## src/rtl/mem_bus_arbiter_pkg.sv

```systemverilog
// mem_bus_arbiter_pkg: shared FSM states, size codes and region nibbles for the memory bus arbiter.
package mem_bus_arbiter_pkg;
    typedef enum logic [1:0] {IDLE = 2'd0, ACCESS = 2'd1, ACK = 2'd2} state_t;
    localparam logic [2:0] SZ_BYTE = 3'b000;
    localparam logic [2:0] SZ_HALF = 3'b001;
    localparam logic [2:0] SZ_WORD = 3'b010;
    localparam int SZ_UNSIGNED = 2;
    localparam logic [3:0] REG_ROM = 4'h0;
    localparam logic [3:0] REG_RAM = 4'h1;
    localparam logic [3:0] REG_KB = 4'h2;
    localparam logic [3:0] REG_DISP = 4'h3;
endpackage

```

## src/rtl/mem_bus_arbiter_arb_pick2.sv

```systemverilog
// arb_pick2: two-way one-hot grant; ARB_ROUND_ROBIN_EN selects round-robin ties, else port 0 wins.
module arb_pick2
    import mem_bus_arbiter_pkg::*;
(
    input  logic [1:0] req,
    input  logic       last_grant,
    output logic [1:0] grant
);
`ifdef ARB_ROUND_ROBIN_EN
    assign grant = (&req) ? (last_grant ? 2'b01 : 2'b10) : req;
`else
    logic unused_last_grant;
    assign unused_last_grant = last_grant;
    assign grant = req[0] ? 2'b01 : req;
`endif
endmodule

```

## src/rtl/mem_bus_arbiter.sv

```systemverilog
// mem_bus_arbiter: registers one master's request and runs a single access on the mem_* bus.
// Tie-break policy set by ARB_ROUND_ROBIN_EN inside arb_pick2.
module mem_bus_arbiter
    import mem_bus_arbiter_pkg::*;
#(
    parameter int READ_LAT = 1,
    parameter int LAT_W = 3
) (
    input  logic        clk,
    input  logic        rst,
    input  logic        m0_req,
    input  logic        m0_we,
    input  logic [31:0] m0_addr,
    input  logic [31:0] m0_wdata,
    input  logic [2:0]  m0_size,
    output logic        m0_ack,
    output logic [31:0] m0_rdata,
    input  logic        m1_req,
    input  logic        m1_we,
    input  logic [31:0] m1_addr,
    input  logic [31:0] m1_wdata,
    input  logic [2:0]  m1_size,
    output logic        m1_ack,
    output logic [31:0] m1_rdata,
    output logic [31:0] mem_addr,
    output logic [31:0] mem_wdata,
    output logic [2:0]  mem_u_b_h_w,
    output logic        mem_read,
    output logic        mem_write,
    input  logic [31:0] mem_rdata,
    output logic        busy
);
    state_t state, state_nxt;
    logic [1:0] req, grant;
    logic [LAT_W-1:0] cnt;
    logic [31:0] rdata_q;
    logic we_q, sel_q, last_grant, done;

    assign req = {m1_req, m0_req};

    arb_pick2 u_pick (.req(req), .last_grant(last_grant), .grant(grant));

    always_comb begin
        done = we_q || cnt == LAT_W'(READ_LAT);
        state_nxt = (state == IDLE) ? ((|req) ? ACCESS : IDLE) :
                    (state == ACCESS) ? (done ? ACK : ACCESS) : IDLE;
        mem_read = state == ACCESS && !we_q;
        mem_write = state == ACCESS && we_q;
        m0_ack = state == ACK && !sel_q;
        m1_ack = state == ACK && sel_q;
        m0_rdata = (m0_ack && !we_q) ? rdata_q : 32'h0;
        m1_rdata = (m1_ack && !we_q) ? rdata_q : 32'h0;
        busy = state != IDLE;
    end

    always_ff @(posedge clk) begin
        if (rst) begin
            state <= IDLE;
            cnt <= '0;
            we_q <= 1'b0;
            sel_q <= 1'b0;
            last_grant <= 1'b1;
            rdata_q <= 32'h0;
            mem_addr <= 32'h0;
            mem_wdata <= 32'h0;
            mem_u_b_h_w <= 3'b000;
        end else begin
            state <= state_nxt;
            if (state == IDLE && |req) begin
                sel_q <= grant[1];
                last_grant <= grant[1];
                we_q <= grant[1] ? m1_we : m0_we;
                mem_addr <= grant[1] ? m1_addr : m0_addr;
                mem_wdata <= grant[1] ? m1_wdata : m0_wdata;
                mem_u_b_h_w <= grant[1] ? m1_size : m0_size;
                cnt <= '0;
            end
            if (state == ACCESS)
                cnt <= cnt + LAT_W'(1);
            // read data is valid on the final strobe cycle, READ_LAT after the address
            if (state == ACCESS && !we_q && done)
                rdata_q <= mem_rdata;
        end
    end
endmodule

```

## config.mk

```make
export PLATFORM = sky130hd
export DESIGN_NAME = mem_bus_arbiter
export DESIGN_NICKNAME = d
export VERILOG_FILES = /design/src/rtl/mem_bus_arbiter_pkg.sv /design/src/rtl/mem_bus_arbiter_arb_pick2.sv /design/src/rtl/mem_bus_arbiter.sv
export SDC_FILE = /design/constraint.sdc
export NUM_CORES = 1
export LEC_CHECK = 0
export CELL_PAD_IN_SITES_DETAIL_PLACEMENT = 0
export CELL_PAD_IN_SITES_GLOBAL_PLACEMENT = 1
export CORE_MARGIN = 3
export CORE_UTILIZATION = 39
export DETAILED_ROUTE_END_ITERATION = 12
export DONT_BUFFER_PORTS = 1
export GPL_TIMING_DRIVEN = 1
export PLACE_DENSITY_LB_ADDON = 0.2
export SLEW_MARGIN = 20
export SYNTH_ARGS = -nofsm -noshare
export SYNTH_HDL_FRONTEND = slang
export SYNTH_SLANG_ARGS = --single-unit
```

## constraint.sdc

```tcl
create_clock -name clk -period 1.35 [get_ports clk]
set_input_delay 0 -clock clk [delete_from_list [all_inputs] [get_ports clk]]
set_output_delay 0 -clock clk [all_outputs]
set_load 0.02 [all_outputs]
```

==> results of run 1 <==
==> area by class of cell <==
cell class / instances / area, um^2
Antenna cell: 1 / 2.50
Clock buffer: 12 / 256
Clock inverter: 4 / 73.8
Fill cell: 1109 / 5530
Inverter: 3 / 11.3
Multi-Input combinational cell: 462 / 3060
Sequential cell: 106 / 2140
Tap cell: 172 / 215
Timing Repair Buffer: 141 / 1580
==> flip-flops by register name (all words and copies together) (netlist names) <==
register     flops
mem_u_b_h_w      3
mem_addr        32
sel_q            1
state            2
rdata_q         32
mem_wdata       32
cnt              3
we_q             1
==> where the power goes <==
part / total [mW] / switching [mW] / internal (mW) / leakage [nW]
sequential: 4.01 / 0.562 / 3.44 / 0.876
clock: 2.92 / 1.19 / 1.73 / 0.163
combinational: 1.70 / 0.872 / 0.830 / 1.64
total: 8.63 / 2.63 / 6.00 / 2.68
==> placed cells by master (no fill, tap or decap), types with 3 or more instances in the layout <==
cell           synthesis  layout
nand2_1              137     137
and3_4                 0      37
clkbuf_16              0      13
buf_6                  3       6
and3_2                 0      27
a311oi_1              67      67
mux2i_1               32      30
dlygate4sd3_1          0      96
or2_2                  3       3
dfxtp_4                0       3
a21oi_1               71      71
dfxtp_1              106     100
dfxtp_2                0       3
nand2b_1              67      64
buf_4                  5      21
inv_2                  1       3
buf_12                 0      12
==> through the flow <==
step | TNS [ns] | worst slack [ns] | power (mW) | std cells | util (%)
final | -7.30 | -0.128 | 8.63 | 901 | 57.0
after global routing | -11.20 | -0.169 | 8.97 | 900 | 57.0
after CTS | -7.94 | -0.107 | 8.60 | 893 | 54.8
after detailed placement | -0.180 | -0.0260 | 5.44 | 775 | 43.1
after global placement | 0 | 0.0495 | 5.40 | 775 | 43.1
after floorplan | -0.269 | -0.00897 | 4.97 | 641 | -
==> routing by layer <==
metal | wire length [um] | track usage [%]
met1 | 7500 | 27.8
met2 | 9820 | 41.1
met3 | 1660 | 6.87
met4 | 486 | 7.84
met5 | 13 | 0
==> cells by family after synthesis <==
family | after synthesis
compound gates | 144
xor+xnor | 1
fa+ha+maj | 2
buf+inv | 73
flops | 106
mux | 32
simple gates | 283
==> final timing paths <==
path / from / to / slack, ns
max: state[0]$_SDFF_PP0_ / m1_rdata[30] / -0.13
min: rst / mem_addr[29]$_SDFFE_PP0P_ / -0.27
max reg2reg: cnt[1]$_SDFFE_PP0P_ / rdata_q[15]$_SDFFE_PP0P_ / -0.08
min reg2reg: sel_q$_SDFFE_PP0P_ / sel_q$_SDFFE_PP0P_ / 0.51
==> repair_timing <==
item,in CTS,in global routing
cloned,2,6
endpoints found under the setup margin,98,99
gates resized for setup,80,47
pin swaps,1,8
endpoints found under the hold margin,106,74
buffers inserted,4,2
==> results.cfg, run 1 <==
[layout]
area.growth.synth_to_final_pct = 40.4
post-route-cell-area_um2 = 7340
num-nets-final = 897
drive_above_1_share_pct = 20.5

[power]
p_leak_nw = 2.68
power.density_nw_per_um2 = 1180
ir_drop_uv = 646

[synth]
synthSimpleGateAreaFrac_pct = 27.5
muxShareOfSynthArea_pct = 6.13
avgSynthCellArea_um2 = 8.16
synthCells = 641
synth_xor_area_share_pct = 0.168
synth_fa_ha_area_share_pct = 0.479
synth_compound_area_share_pct = 18.9
synth_top_area_share_pct = 40.6
synthTopCellsByCount = 137 x nand2_1, 106 x dfxtp_1, 71 x a21oi_1
ys_seq_area_share_pct = 40.6
synth_cell_type_count = 28
synth_top_flop_cell = dfxtp_1
synth_top_family_by_area = simple AND/OR/NAND/NOR gates
syn_area_um2 = 5230
synth_nets = 815
synth-seq-cells = 106
synth_warnings = 0
synth_area_leaders = dfxtp_1 41%, a311oi_1 11%, nand2_1 9.8%
synth_edf_count = 0
synth_top_cell_by_area = dfxtp_1
synthArstFlopShare_pct = 0
post-synth-top-count-cell = nand2_1

[detailed_routing]
viasPerCell = 5.77
vias = 5201
drc = 0
drtIter0Drc = 229
ant_nets = 0
firstDrtPassIters = 4
wl_per_cell_um = 21.6
routed_wl_mm = 19.5

[clock_tree]
clk_pin_slew_ns = 0.07
cts_max_level = 3
cts_root_buffer = clkbuf_16
max-clock-path-buffers = 2
tritoncts = yes
hold_buffers = 96
cts_buffers = 9
clk_latency_ns = 0.35
cts_sinks = 106

[floorplanning]
dieArea_um2 = 14800
rows = 41
die_h_um = 122
die_w_um = 122
core_um2 = 12900
initial_core_util_pct = 40.6
ios = 308

[global_routing]
grt_usage_pct = 23.6
antenna_found_initial = 1
grt_pass1_vias = 5116
gr-total-overflow = 0
grt_max_degree = 139
grt_pass1_wl_mm = 27.8

[sta]
setup-violations-final = 77
skew_ns = 0.00918
period_minus_slack_ns = 1.48
finalHoldViolCount = 74
rsz0062_at_grt = yes
slew_headroom_pct = 65.0
period_share_pct = 110
tightest_slew_ns = 0.525
setup_ws_ns = -0.128
hold_slack_ns = -0.266
drv_slew = 0
fmax_mhz = 676

[worst_setup_path]
critPathMaxStageDelay_ns = 0.38
worst_setup_path_end_kind = output port
crit_path_start_kind = flip-flop
worstSetupPathDepth = 3
cp.arrival_ns = 1.48
r2r_cells = 7
path_class = flip-flop to output port
critPathTopFamily = simple AND/OR/NAND/NOR gates
cp_cell_sequence = and3b_2 -> buf_12 -> and3_2
cpMaxStageDelayCell = dfxtp_4
critical_path_peak_fanout = 33
path_buf_inv = 1
cp.required_ns = 1.35

[place]
hpwlAfterDp_mm = 11.2
io_buffers = 0
dpl-instance-area_um2 = 5550
place_congestion = 0.784

[hold_path]
hp-class = primary input to flip-flop
min_path_cells = 1

[status]
violations = negative hold slack, negative setup slack
status = complete, but fails checks

[run]
maxCapViolCount = 0
Power figures use the tool's default switching activity.
==> inputs of run 2 (changes only) <==
Settings changed: CORE_ASPECT_RATIO set to 1.1.
==> run 2 against run 1 <==
  * The flow still finishes with violations (negative hold slack, negative setup slack)
  * Die area hardly changed
  * Clock skew rose by 0.00095 ns
  * Wire length is 7.3% higher
  * Flip-flop and latch count is the same
  * Via count increased by 1.9%
  * Total power increased by 3.2%
  * Sequential share of layout area down 1.9 points
  * Cell area is 6.8% higher
  * Non-clock buffer count grew 18
  * Worst hold slack got worse by 0.0033 ns
  * Setup slack lost 0.095 ns
  * First-iteration DRC count is 51% higher
  * Critical path type unchanged
  * Critical endpoint is now m1_rdata[10]
  * Largest power group unchanged
==> results.cfg, run 2 (same netlist as run 1, synthesis figures left out) <==
[clock_tree]
clk_pin_slew_ns = 0.08
cts_sinks = 106
clk_latency_ns = 0.35
cts_root_buffer = clkbuf_16
tritoncts = yes
cts_buffers = 9
max-clock-path-buffers = 2
hold_buffers = 96
cts_max_level = 3

[place]
place_congestion = 0.764
dpl-instance-area_um2 = 5430
hpwlAfterDp_mm = 10.9
io_buffers = 0

[sta]
period_share_pct = 117
drv_slew = 0
slew_headroom_pct = 66.8
finalSetupTns_ns = -24.79
hold_slack_ns = -0.270
period_minus_slack_ns = 1.57
tightest_slew_ns = 0.496
setup-violations-final = 168
skew_ns = 0.0101
finalHoldViolCount = 74
rsz0062_at_grt = yes
fmax_mhz = 635
setup_ws_ns = -0.224

[global_routing]
antenna_found_initial = 0
use_met2_pct = 43.7
grt_max_degree = 139
grt_usage_pct = 23.7
grt_pass1_wl_mm = 27.7
grtUsageMet3_pct = 6.68
gr-total-overflow = 0
grt.busiest_layer = met2
grt_pass1_vias = 5172
met1_usage_pct = 25.4

[detailed_routing]
vias = 5302
drc = 0
viasPerCell = 5.87
drtIter0Drc = 345
routed_wl_mm = 20.9
firstDrtPassIters = 4
wl_per_cell_um = 23.1
ant_nets = 0

[floorplanning]
dieArea_um2 = 14800
initial_core_util_pct = 40.7
rows = 43
ios = 308
die_w_um = 116
core_um2 = 12900
die_h_um = 127

[layout]
num-nets-final = 915
final_common_cell = nand2_1
area.growth.synth_to_final_pct = 50.0
drive_above_1_share_pct = 25.3
post-route-cell-area_um2 = 7840
final_cell_mix = 136 x nand2_1, 101 x dfxtp_1, 96 x dlygate4sd3_1
largest_registers = mem_addr x32, mem_wdata x32, rdata_q x32
antenna_cells = 0

[hold_path]
hp-class = primary input to flip-flop

[power]
total_power_mw = 8.91
p_leak_nw = 2.80
power.density_nw_per_um2 = 1140
ir_drop_uv = 687

[worst_setup_path]
critical_path_peak_fanout = 18
path_class = flip-flop to output port
cpMaxStageDelayCell = dfxtp_2
worst_setup_path_end_kind = output port
cp_cell_sequence = buf_6 -> and3b_2 -> buf_12 -> and3_4
path_buf_inv = 2
critPathTopFamily = simple AND/OR/NAND/NOR gates
critPathMaxStageDelay_ns = 0.33
cp.required_ns = 1.35
crit_path_start_kind = flip-flop
cp.arrival_ns = 1.57

[status]
status = complete, but fails checks
violations = negative hold slack, negative setup slack

[run]
maxCapViolCount = 0
[run 2: changes by cell type in the layout (fill, tap and decap cells not counted), sizes merged]
cell / previous run / this run
clkbuf: 16 / 18
clkinv: 2 / 0
clkinvlp: 0 / 3
diode: 1 / 0
bufinv: 2 / 1
inv: 3 / 5
buf: 41 / 55
[run 2: cell type report]
| type | instances | area, um^2 |
|---|---|---|
| fill | 1063 | 5020 |
| multi-input combinational | 462 | 3280 |
| sequential | 106 | 2130 |
| timing repair buffer | 159 | 1900 |
| clock buffer | 10 | 239 |
| tap | 157 | 196 |
| clock inverter | 6 | 71.3 |
| inverter | 3 | 22.5 |
[run 2: repair_timing]
action | 4_1_cts | 5_1_grt
setup endpoints to repair | 79 | 167
cloned | 5 | 15
gates resized for setup | 138 | 60
hold endpoints to repair | 106 | 74
pin swaps | 14 | 56
setup buffers | 9 | 15
[run 2: power breakdown]
part	internal, mW	total [mW]	leakage [nW]	switching (mW)
Clock	1.51	2.77	0.146	1.26
Combinational	1.10	2.13	1.78	1.03
Sequential	3.44	4.01	0.875	0.571
[run 2: worst reg2reg max path, delay by kind of cell (launching register included)]
family	cells	cell delay, ns
buffers and inverters	6	0.73
flip-flops	1	0.33
AND/OR/NAND/NOR	2	0.27
AO/OA/AOI/OAI	1	0.10
[run 2: worst paths after layout]
| kind | from | slack [ns] | cells past startpoint | to |
|---|---|---|---|---|
| min | rst | -0.27 | 1 | mem_wdata[5]$_SDFFE_PP0P_ |
| max | state[0]$_SDFF_PP0_ | -0.22 | 4 | m1_rdata[10] |
| max reg2reg | state[0]$_SDFF_PP0_ | -0.22 | 9 | mem_wdata[15]$_SDFFE_PP0P_ |
| min reg2reg | mem_addr[23]$_SDFFE_PP0P_ | 0.52 | 2 | mem_addr[23]$_SDFFE_PP0P_ |
[run 2: stage by stage]
| stage | instances | setup WS (ns) | util, % | hold slack (ns) |
|---|---|---|---|---|
| 2_1_floorplan | 641 | -0.00897 | - | 0.153 |
| 3_3_place_gp | 751 | 0.0563 | 42.2 | 0.0871 |
| 3_5_place_dp | 751 | -0.0220 | 42.2 | 0.0871 |
| 4_1_cts | 877 | -0.187 | 56.3 | -0.277 |
| 5_1_grt | 903 | -0.268 | 61.0 | -0.292 |
| 6_report | 903 | -0.224 | 61.0 | -0.270 |
[run 2: layer usage]
| layer | vias up | part of all wire [%] |
|---|---|---|
| met5 | - | 0 |
| met4 | 0 | 2.4 |
| met3 | 39 | 7.8 |
| met2 | 247 | 53 |
| met1 | 2546 | 37 |
| li1 | 2470 | - |
==> inputs of run 3 (changes only) <==
Settings changed: CORE_MARGIN 3 to 2.
==> run 3 against run 2 <==
  * The flow still finishes with violations (negative hold slack, negative setup slack)
  * Via count increased by 1.5%
  * Fmax rose by 1.6%
  * Final cell count increased by 1.7%
  * Count of clock-buffer cells in the layout up 3
  * Cell area up 4.8%
  * Utilization increased by 1.5 points
  * Highest routed layer unchanged
  * Wire length shrank 1.6%
  * Critical path depth grew 1
  * Setup slack improved by 0.024 ns
  * Sequential power about the same
  * Sequential share of layout area fell by 1.3 points
  * Clock skew up 0.0015 ns
==> results.cfg, run 3 (same netlist as run 1, synthesis figures left out) <==
[status]
status = complete, but fails checks
violations = negative hold slack, negative setup slack

[detailed_routing]
dr_wl_met3_mm = 1.35
vias = 5384
drc = 0
routed_wl_mm = 20.6
top_layer_used = met4
met2_wirelength_mm = 10.7
wl_per_cell_um = 22.4
viasPerCell = 5.86
ant_nets = 0
firstDrtPassIters = 4
drtIter0Drc = 329
drt-met1-wl_mm = 7.98

[sta]
period_minus_slack_ns = 1.55
skew_ns = 0.0116
slew_headroom_pct = 72.9
period_share_pct = 115
rsz0062_at_grt = yes
finalHoldViolCount = 74
setup_ws_ns = -0.199
tightest_slew_ns = 0.407
drv_slew = 0
setup-violations-final = 162
hold_slack_ns = -0.245
fmax_mhz = 645

[floorplanning]
die_w_um = 114
rows = 44
die_h_um = 125
ios = 308
core_um2 = 13200
dieArea_um2 = 14300
initial_core_util_pct = 39.7

[power]
p_leak_nw = 2.93
power.density_nw_per_um2 = 1140
total_power_mw = 9.33
ir_drop_uv = 598

[worst_setup_path]
cp.arrival_ns = 1.55
crit_top_cell = buf_6
critical_path_peak_fanout = 8
critPathMaxStageDelay_ns = 0.32
cp_cell_sequence = buf_6 -> and3b_2 -> buf_6 -> buf_16 -> and3_4
cp.required_ns = 1.35
critPathTopFamily = simple AND/OR/NAND/NOR gates
crit_path_start_kind = flip-flop
path_buf_inv = 3
worst_setup_path_end_kind = output port
cpMaxStageDelayCell = dfxtp_2
path_class = flip-flop to output port

[clock_tree]
cts_buffers = 9
hold_buffers = 96
tritoncts = yes
clk_pin_slew_ns = 0.07
clk_latency_ns = 0.36
cts_max_level = 3
cts_sinks = 106
max-clock-path-buffers = 2
cts_root_buffer = clkbuf_16

[layout]
final_cells = 918
final_common_cell = nand2_1
num-nets-final = 926
largest_registers = mem_addr x32, mem_wdata x32, rdata_q x32
area.growth.synth_to_final_pct = 57.2
fillCellCount = 1088
final_cell_mix = 137 x nand2_1, 101 x dfxtp_1, 96 x dlygate4sd3_1
drive_above_1_share_pct = 28.4
utilization_pct = 62.4

[global_routing]
grt_pass1_vias = 5281
grt_pass1_wl_mm = 28.0
grt_usage_pct = 24.7
antenna_found_initial = 1
grt_max_degree = 139
gr-total-overflow = 0

[place]
hpwlAfterDp_mm = 10.6
dp.cells = 763
place_ws_ns = -0.0592
place_congestion = 0.762
io_buffers = 0

[hold_path]
hp-class = primary input to flip-flop

[run]
maxCapViolCount = 0
-- run 3: cell count changes in the layout (fill, tap and decap cells not counted), moves of 4 or more --
cell / previous run / this run
a21oi_1: 63 / 51
a311oi_1: 61 / 49
a311oi_2: 6 / 18
a21oi_2: 8 / 17
buf_12: 13 / 19
buf_6: 16 / 10
clkbuf_16: 17 / 23
mux2i_2: 6 / 0
buf_4: 19 / 24
mux2i_1: 26 / 30
-- run 3: final cells by class --
type / count / area, um^2 / share of cell area, %
Multi-Input combinational cell: 462 / 3410 / 41.5
Timing Repair Buffer: 170 / 2140 / 26.0
Sequential cell: 106 / 2130 / 25.9
Clock buffer: 13 / 260 / 3.17
Tap cell: 161 / 201 / 2.45
Clock inverter: 2 / 60.1 / 0.731
Inverter: 3 / 13.8 / 0.168
Antenna cell: 1 / 2.50 / 0.0305
-- run 3: routing by layer --
| metal | global-route usage [%] | up-vias |
|---|---|---|
| li1 | - | 2495 |
| met1 | 28.2 | 2605 |
| met2 | 43.7 | 246 |
| met3 | 5.96 | 38 |
| met4 | 9.76 | 0 |
| met5 | 0 | - |
-- run 3: per-stage QoR --
stage / setup TNS, ns / area (um^2)
finish: -21.57 / 8220
floorplan: -0.269 / 5230
global route: -30.99 / 8220
global placement: 0 / 5540
detailed placement: -0.960 / 5540
CTS: -11.23 / 7420
-- run 3: where the power goes --
part | total (mW) | internal, mW | switching, mW
sequential | 4.00 | 3.44 | 0.551
combinational | 2.46 | 1.31 | 1.15
clock | 2.88 | 1.72 | 1.16
-- run 3: timing repair --
action                                  4_1_cts  5_1_grt
gates cloned                                  6       20
resized for setup                           141       73
setup buffers                                 9       10
pin swaps                                     8       50
endpoints found under the hold margin       106       74
endpoints found under the setup margin       98      165
-- run 3: worst paths after layout --
path	startpoint	to	slack, ns	cells past startpoint
setup / recovery	state[0]$_SDFF_PP0_	m1_rdata[22]	-0.20	5
hold / removal	rst	mem_addr[18]$_SDFFE_PP0P_	-0.25	1
setup reg to reg	state[0]$_SDFF_PP0_	mem_wdata[20]$_SDFFE_PP0P_	-0.16	8
hold reg to reg	mem_wdata[27]$_SDFFE_PP0P_	mem_wdata[27]$_SDFFE_PP0P_	0.51	2
